$ cat config.mk
export PLATFORM = sky130hd
export DESIGN_NAME = ex_stage_pipe
export DESIGN_NICKNAME = d
export VERILOG_FILES = /design/src/rtl/ex_stage_pipe.sv
export SDC_FILE = /design/constraint.sdc
export NUM_CORES = 1
export LEC_CHECK = 0
export CAP_MARGIN = 15
export CORE_ASPECT_RATIO = 0.5
export CORE_MARGIN = 1
export CORE_UTILIZATION = 35
export CTS_CLUSTER_SIZE = 40
export DETAILED_ROUTE_END_ITERATION = 16
export GPL_TIMING_DRIVEN = 0
export PLACE_DENSITY = 0.56
export SYNTH_ARGS = -nofsm -noshare
export SYNTH_HDL_FRONTEND = slang
export SYNTH_SLANG_ARGS = --single-unit
$ cat constraint.sdc
create_clock -name clk -period 11.6 [get_ports clk]
set_input_delay 1.74 -clock clk [delete_from_list [all_inputs] [get_ports clk]]
set_output_delay 1.74 -clock clk [all_outputs]
set_load 0.05 [all_outputs]
$ cat src/rtl/ex_stage_pipe.sv
// ex_stage_pipe: ARM-style execute stage with NZCV flags, conditional execution, iterative MUL and registered output
module ex_stage_pipe #(
  parameter int WIDTH = 32,
  parameter logic [3:0] FLAG_RST = 4'b0000
) (
  input  logic             clk,
  input  logic             rst_n,
  input  logic             flush,
  input  logic             in_valid,
  output logic             in_ready,
  input  logic [4:0]       op,
  input  logic [WIDTH-1:0] a,
  input  logic [WIDTH-1:0] b,
  input  logic             s,
  input  logic [3:0]       cond,
  output logic             out_valid,
  input  logic             out_ready,
  output logic [WIDTH-1:0] result,
  output logic             wb_en,
  output logic             cond_pass,
  output logic [3:0]       nzcv
);
  localparam int CW = $clog2(WIDTH);
  typedef enum logic [1:0] {IDLE, MUL_RUN, MUL_DONE} state_t;
  state_t state;
  logic [CW-1:0] cnt;
  logic [WIDTH-1:0] mcand, mplier, prod, x, y, yy, r;
  logic [WIDTH:0] sum;
  logic [7:0] cond_tab;
  logic [3:0] o, f;
  logic n, z, c, v, pass, free, acc, is_mul, cmp_op, arith, rev, sub, use_c, ci, fl_wr, mul_go, ld_alu, ld_mul, mul_s;
  assign {n, z, c, v} = nzcv;
  assign o = op[3:0];
  assign free = ~out_valid | out_ready;
  assign in_ready = rst_n & ~flush & (state == IDLE) & free;
  assign acc = in_valid & in_ready;
  assign cond_tab = {1'b1, ~z & (n == v), n == v, c & ~z, v, n, c, z};
  assign pass = (cond != 4'hf) & (cond_tab[cond[3:1]] ^ cond[0]);
  assign is_mul = op == 5'b10000;
  assign cmp_op = ~op[4] & (o[3:2] == 2'b10);
  assign arith = o inside {4'd2, 4'd3, 4'd4, 4'd5, 4'd6, 4'd7, 4'd10, 4'd11};
  assign rev = (o == 4'd3) | (o == 4'd7);
  assign sub = o inside {4'd2, 4'd3, 4'd6, 4'd7, 4'd10};
  assign use_c = o inside {4'd5, 4'd6, 4'd7};
  assign x = rev ? b : a;
  assign y = rev ? a : b;
  assign yy = sub ? ~y : y;
  assign ci = use_c ? c : sub;
  assign sum = {1'b0, x} + {1'b0, yy} + {{WIDTH{1'b0}}, ci};
  always_comb begin
    r = arith ? sum[WIDTH-1:0] :
        (o == 4'd0 || o == 4'd8) ? a & b :
        (o == 4'd1 || o == 4'd9) ? a ^ b :
        (o == 4'd12) ? a | b :
        (o == 4'd13) ? b :
        (o == 4'd14) ? a & ~b : ~b;
    f = {r[WIDTH-1], r == '0, arith ? sum[WIDTH] : c,
         arith ? (x[WIDTH-1] == yy[WIDTH-1]) & (r[WIDTH-1] != x[WIDTH-1]) : v};
  end
  assign fl_wr = acc & pass & ~op[4] & (s | cmp_op);
  assign mul_go = acc & pass & is_mul;
  assign ld_alu = acc & ~mul_go;
  assign ld_mul = (state == MUL_DONE) & free;
  always_ff @(posedge clk or negedge rst_n)
    if (!rst_n) begin
      state <= IDLE;
      cnt <= '0;
      mcand <= '0;
      mplier <= '0;
      prod <= '0;
      mul_s <= 1'b0;
      out_valid <= 1'b0;
      result <= '0;
      wb_en <= 1'b0;
      cond_pass <= 1'b0;
      nzcv <= FLAG_RST;
    end else if (flush) begin
      state <= IDLE;
      cnt <= '0;
      out_valid <= 1'b0;
    end else begin
      if (fl_wr) nzcv <= f;
      if (ld_alu) begin
        out_valid <= 1'b1;
        result <= (pass & ~op[4]) ? r : '0;
        wb_en <= pass & ~op[4] & ~cmp_op;
        cond_pass <= pass;
      end else if (ld_mul) begin
        out_valid <= 1'b1;
        result <= prod;
        wb_en <= 1'b1;
        cond_pass <= 1'b1;
        if (mul_s) nzcv[3:2] <= {prod[WIDTH-1], prod == '0};
      end else if (out_ready) out_valid <= 1'b0;
      if (mul_go) begin
        state <= MUL_RUN;
        cnt <= '0;
        mcand <= a;
        mplier <= b;
        prod <= '0;
        mul_s <= s;
      end else if (state == MUL_RUN) begin
        prod <= mplier[0] ? prod + mcand : prod;
        mcand <= mcand << 1;
        mplier <= mplier >> 1;
        cnt <= (cnt == CW'(WIDTH - 1)) ? '0 : cnt + 1'b1;
        if (cnt == CW'(WIDTH - 1)) state <= MUL_DONE;
      end else if (ld_mul) state <= IDLE;
    end
endmodule

# ---- Word-level counts from Yosys, hierarchy flattened
# Index checks and enable logic that the tools add are counted.
dict set report op_classes {
  n_reduce_logical 21
  muxes 44
  eq_ne 24
  magnitude_cmp 1
  n_addsub 4
  n_bitwise 33
}
# cell n
set op_table {}
lappend op_table {{2-to-1 mux 32 bit} 19}
lappend op_table {{bitwise AND 32 bit} 2}
lappend op_table {{logical NOT 32 bit} 2}
lappend op_table {{inverter 32 bit} 2}
lappend op_table {{adder 32 x 32 -> 33 bit} 1}
lappend op_table {{adder 33 x 1 -> 33 bit} 1}
lappend op_table {{adder 32 bit} 1}
lappend op_table {{bitwise OR 32 bit} 1}
lappend op_table {{XOR 32 bit} 1}
lappend op_table {{== test 4 bit (second input constant)} 7}
lappend op_table {{2-to-1 mux 5 bit} 4}
lappend op_table {{bitwise AND 1 bit} 17}
lappend op_table {{== test 4 x 3 -> 1 bit (second input constant)} 4}
lappend op_table {{2-to-1 mux 2 bit} 8}
lappend op_table {{2-to-1 mux 1 bit} 11}
lappend op_table {{== test 5 bit (second input constant)} 2}
lappend op_table {{== test 4 x 2 -> 1 bit (second input constant)} 2}
lappend op_table {{AND reduction 2 bit} 4}
lappend op_table {{nonzero test 4 bit} 2}
lappend op_table {{nonzero test 8 bit} 1}
lappend op_table {{inverter 1 bit} 6}
lappend op_table {{AND reduction 3 bit} 2}
lappend op_table {{nonzero test 2 bit} 3}
lappend op_table {{nonzero test 3 bit} 2}
lappend op_table {{17 further kinds} 22}
dict set report totals {
  inputBits 79
  register_bits 143
}

# ---- Depth between registers and ports, before layout
dict set report depth {
  ltp_word 15
  depth_mapped 24
}

# ---- Worst setup path before layout
# OpenSTA, ideal clock, no wires.
dict set report synth_path {
  kind {input to register}
  startpoint {input port op[0]}
  endpoint {register nzcv[2]}
  setup_time_ns 0.076
  path_stages 24
  t_required_ns 11.524
  path_buffers 7
  arrival_time_ns 7.370
  slack_ns 4.154
  cell_sequence {buf_2 -> buf_2 -> clkbuf_1 -> clkbuf_1 -> buf_1 -> nand3_1 -> clkbuf_1 -> clkbuf_1 -> nand2_1 -> o21ai_0 -> xnor2_1 -> fa_1 -> fa_1 -> a211oi_1 -> o21ai_1 -> o41a_1 -> nor2_1 -> xor2_1 -> o21ai_0 -> or4_1 -> or4_1 -> nor4b_2 -> nand4_1 -> o21ai_1}
}
dict set report synth_via {
  elab_chain_len 13
  word_cells_on_any_way 43
}
# element line_no
set synth_lines {}
lappend synth_lines {{start, declared} 11} ;# input logic [4:0] op,
lappend synth_lines {{== test 4 x 2 -> 1 bit / == test 4 x 3 -> 1 bit (equally long branches)} {41, 42, 43}}
lappend synth_lines {{bitwise OR 1 bit} 42} ;# assign rev = (o == 4'd3) | (o == 4'd7);
lappend synth_lines {{2-to-1 mux 32 bit} 46} ;# assign y = rev ? a : b;
lappend synth_lines {{inverter 32 bit} 47} ;# assign yy = sub ? ~y : y;
lappend synth_lines {{2-to-1 mux 32 bit} 47}
lappend synth_lines {{adder 32 x 32 -> 33 bit} 49} ;# assign sum = {1'b0, x} + {1'b0, yy} + {{WIDTH{1'b0}}, ci};
lappend synth_lines {{adder 33 x 1 -> 33 bit} 49}
lappend synth_lines {{2-to-1 mux 32 bit} 51} ;# r = arith ? sum[WIDTH-1:0] :
lappend synth_lines {{logical NOT 32 bit} 57} ;# f = {r[WIDTH-1], r == '0, arith ? sum[WIDTH] : c,
lappend synth_lines {{2-to-1 mux 4 bit} 82} ;# if (fl_wr) nzcv <= f;
lappend synth_lines {{2-to-1 mux 2 bit} 93} ;# if (mul_s) nzcv[3:2] <= {prod[WIDTH-1], prod == '0};
lappend synth_lines {{2-to-1 mux 2 bit} 88} ;# end else if (ld_mul) begin
lappend synth_lines {{2-to-1 mux 2 bit *} 83} ;# if (ld_alu) begin
lappend synth_lines {{end signal, assigned} 93}
lappend synth_lines {{end, declared} 21} ;# output logic [3:0] nzcv
# Every way passes the cells marked *; elsewhere a longest branch is shown, timed or not.
# A chain may end at the register's enable or synchronous reset.

# ---- Worst setup path in the final report
# Ends and elaborated chain as after synthesis.

==> results.md <==
* CP Capture Type: flip-flop
* Synth Area in Simple Gates at 19.8%
* Mapped Avg Cell Area at between 7 and 8 µm²
* H-tree lvl count at 4
* Area of the core at between 30000 and 40000 µm²
* Drc violations at 0
* Final Routed Wirelength at 58600 µm
* Worst-case clock skew at 0.0131 ns
* Cell-by-cell listing of the critical path: clkdlybuf4s50_1, buf_2, buf_2, clkbuf_1, clkbuf_1, buf_1, nand3_1, clkbuf_1, clkbuf_1, o21ai_0, xnor2_1, fa_1, fa_1, a211oi_1, o21ai_1, o41a_1, nor2_1, xor2_1, o21ai_0, or4_1, or4_1, nor4b_2, nand4_1, o21ai_1
* Largest net degree at the start of global routing at 78
* DP HPWL at 45900 µm
* XOR/XNOR share of the synthesized area at 6.09%
* Post-route minimum period at 10.31 ns
* Power per cell area at 121 nW/µm²
* Share of async-settable or async-resettable flops after synthesis at 100%
* Number of search-and-repair iterations in the first detailed-routing pass at 6
* Height of the chip at ~140 µm
* Total buffers and inverters traversed by the critical path at 8
* Floorplan row count at 51
* Number of cells produced by synthesis at approximately 1900
* Cts hold-fix bufs at 0
* Count of state elements after synthesis at 143
* Port Buffer Count at 117
* Part of the power in registers at about 30%
* Startpoint type of the worst setup path: input port
* Latest clock arrival within the worst-skew pair at 0.47 ns
* Antenna diodes at 0
* Max-slew headroom at around a fifth
* Post-synth EDFFs at 0
* Most frequently used cell type in the post-synthesis netlist: sky130_fd_sc_hd__nand2_1
* Clock Root Buffer: sky130_fd_sc_hd__clkbuf_16
* Slowest stage delay, CP at ~0.64 ns
* Clock transition at path regs at 0.07 ns
* Number of buffers created by CTS at 17
* Violation count after the first detailed-routing iteration at 1667
* Power share of the clock group at 30.7%
* Horizontal die dimension at 286 µm
* Required time worst endpoint at about 12 ns
* Area fraction in compound gates after synthesis at around a quarter
* Number of sinks handled by clock tree synthesis at 143
* Class of the most critical setup path: in2reg
* Seq/Total Area, Yosys at 25.4%
* Slowest stage cell on the critical path: sky130_fd_sc_hd__clkdlybuf4s50_1
* Synth Net Count at 2101
* Core Util, Final at 42.3%
* CTS tree: yes
* Commonest cells in the netlist: sky130_fd_sc_hd__nand2_1 (280), sky130_fd_sc_hd__nor2_1 (180), sky130_fd_sc_hd__a21oi_1 (162)
* Switching part of the total power at 41.1%
* Fraction of power consumed by combinational cells at 40.0%
* Routed length per placed instance at approximately 23 µm
* Period utilisation layout at roughly nine tenths
* Number of max-slew violations in the final report at 0
* Leakage power at between 0.007 and 0.008 µW
* Number of buffers on the longest clock path at 2
* Yosys top cell area share at 25.4%
* Number of distinct standard cells referenced by the synthesized netlist at 84
* First-pass GRT wire length at 86900 µm
* Vias in the first global route at between 10000 and 15000
* Fraction of layout cells with a size suffix above 1 at about 3.8%
* Critical Path AT at between 10 and 15 ns
* Reported max-cap violation count at 0
* Area enclosed by the die boundary at 41100 µm²
* Leading post-synthesis cells by cell area: sky130_fd_sc_hd__dfrtp_1 (25%), sky130_fd_sc_hd__ha_1 (14%), sky130_fd_sc_hd__nand2_1 (7.5%), sky130_fd_sc_hd__a21oi_1 (5.7%), sky130_fd_sc_hd__o21ai_0 (5.0%)
* Run status: completed
* Cell seen most often among critical-path stages: sky130_fd_sc_hd__clkbuf_1
* Post-CTS Setup Bufs at 0
* Post-route antenna net violation count at 0
* Net switching component of the power at 828 µW
* Placer Congestion at 0.984
* Worst-Margin Slew at 1.22 ns
* Maximum vdd ir drop at roughly 0.11 mV
* GRT Overall Usage at 28.5%
* Top-level I/O count at roughly 120
* Leading register cell type out of synthesis: sky130_fd_sc_hd__dfrtp_1
* Multiplexer area fraction after synthesis at under 10%
* Yosys warns at 0
* DR vias/cell at 5.84
* Total setup violations reported at the end of the flow at 0
* Total of cells resized after clock tree synthesis at 0
* Endpoints failing hold at 0
* Cell area after synthesis at around 14000 µm²
* Initial Util at 35.9%
* Unrepaired setup endpoints after global routing: no
* Fin Setup TNS at 0 ns
* Kind of cell adding the most delay to the critical path: buffers and inverters
* Adder and majority gate portion of the synthesized area at 14.6%
* Antenna violations before repair at 0
* Via count at 14800
* Area grow syn2layout at 18.0%
* Final global-route overflow total at 0
* Library cell occupying the most area in the post-synthesis netlist: sky130_fd_sc_hd__dfrtp_1
* Worst Hold Class: reg2reg
* Maximum fanout count along the critical path at 10
* Internal power component at 1190 µW
* Number of fill cells in the layout at 4098
* Dominant combinational cell family by area after synthesis: compound AO/OA/AOI/OAI gates
* Fmax at between 90 and 100 MHz
* Final net count at roughly 2200
-- path summary, 6_finish.rpt --
path	startpoint	to	depth (start not counted)	slack, ns
worst max-delay path	op[0]	nzcv[2]	24	1.29
worst min register to register	mul_s	mul_s	2	0.50
max in group asynchronous	rst_n	mcand[2]	2	9.56
worst min-delay path	mul_s	mul_s	2	0.50
min in group asynchronous	rst_n	state[1]	1	1.23
worst max register to register	nzcv[1]	nzcv[2]	16	6.12
-- cell type report --
| cell class | count | area, µm² | share of cell area (%) |
|---|---|---|---|
| Multi-Input combinational cell | 1512 | 9720 | 58.5 |
| Sequential cell | 143 | 3580 | 21.5 |
| Timing Repair Buffer | 120 | 1240 | 7.47 |
| Tap cell | 530 | 663 | 3.99 |
| Buffer | 113 | 462 | 2.78 |
| Clock buffer | 19 | 443 | 2.66 |
| Inverter | 91 | 342 | 2.05 |
| Clock inverter | 13 | 178 | 1.07 |
-- metrics by stage --
step	instance area (µm²)	instances	power (µW)	hold slack (ns)	setup WS, ns
2_1_floorplan	14100	1859	1100	0.446	4.15
3_3_place_gp	15900	2506	1390	0.470	0.325
3_5_place_dp	16000	2508	1390	0.476	1.10
4_1_cts	16600	2540	2010	0.499	1.58
5_1_grt	16600	2541	2110	0.534	1.09
6_report	16600	2541	2020	0.498	1.29
-- power by group through the flow --
stage	Sequential (µW)	Combinational [µW]	Clock (µW)
floorplan	696	408	0
global placement	601	787	0
detailed placement	601	788	0
CTS	592	792	624
global route	598	866	644
finish	591	807	619
-- worst reg2reg max path, delay by kind of cell (launching register included) --
family / cells / cell delay [ns]
AO/OA/AOI/OAI: 6 / 1.43
flip-flops: 1 / 0.49
XOR/XNOR: 1 / 0.14
adder cells (fa/ha/maj): 2 / 1.06
AND/OR/NAND/NOR: 7 / 2.29
-- routing by layer --
metal | track usage (%) | vias up | wire [µm]
met3 | 5.33 | 87 | 5180
li1 | - | 6900 | -
met5 | 0 | - | 0
met1 | 43.2 | 7207 | 28700
met4 | 7.63 | 0 | 1160
met2 | 40.3 | 646 | 23600
-- flip-flops by register name, summed over array words and instances, names as in the netlist --
name	cells
wb_en	1
nzcv	4
cnt	5
mul_s	1
mcand	32
state	2
cond_pass	1
mplier	32
result	32
out_valid	1
prod	32
-- placed cells by master (no fill, tap or decap), drive strengths merged, types with 13 or more instances in the layout --
| master | Yosys | routed |
|---|---|---|
| nand2 | 281 | 281 |
| nor2 | 181 | 181 |
| a21oi | 162 | 162 |
| ha | 160 | 160 |
| o21ai | 146 | 146 |
| dfrtp | 143 | 143 |
| clkdlybuf4s50 | 0 | 116 |
| clkbuf | 92 | 111 |
| inv | 91 | 96 |
| a31oi | 74 | 74 |
| xor2 | 55 | 55 |
| xnor2 | 43 | 43 |
| nand3 | 40 | 40 |
| a22oi | 30 | 30 |
| a21o | 29 | 29 |
| mux2i | 28 | 28 |
| buf | 21 | 25 |
| o22ai | 21 | 21 |
| nor3 | 21 | 21 |
| nor2b | 16 | 16 |
| and3 | 13 | 13 |
| a221oi | 13 | 13 |
| a211oi | 13 | 13 |
-- logic make-up after synthesis --
group                    count (synthesis)
adder cells (fa/ha/maj)                163
AND/OR/NAND/NOR                        631
buffers and inverters                  204
AO/OA/AOI/OAI                          583
XOR/XNOR                                98
flip-flops                             143
multiplexers                            37
No activity file was read; power rests on OpenSTA's default activity.
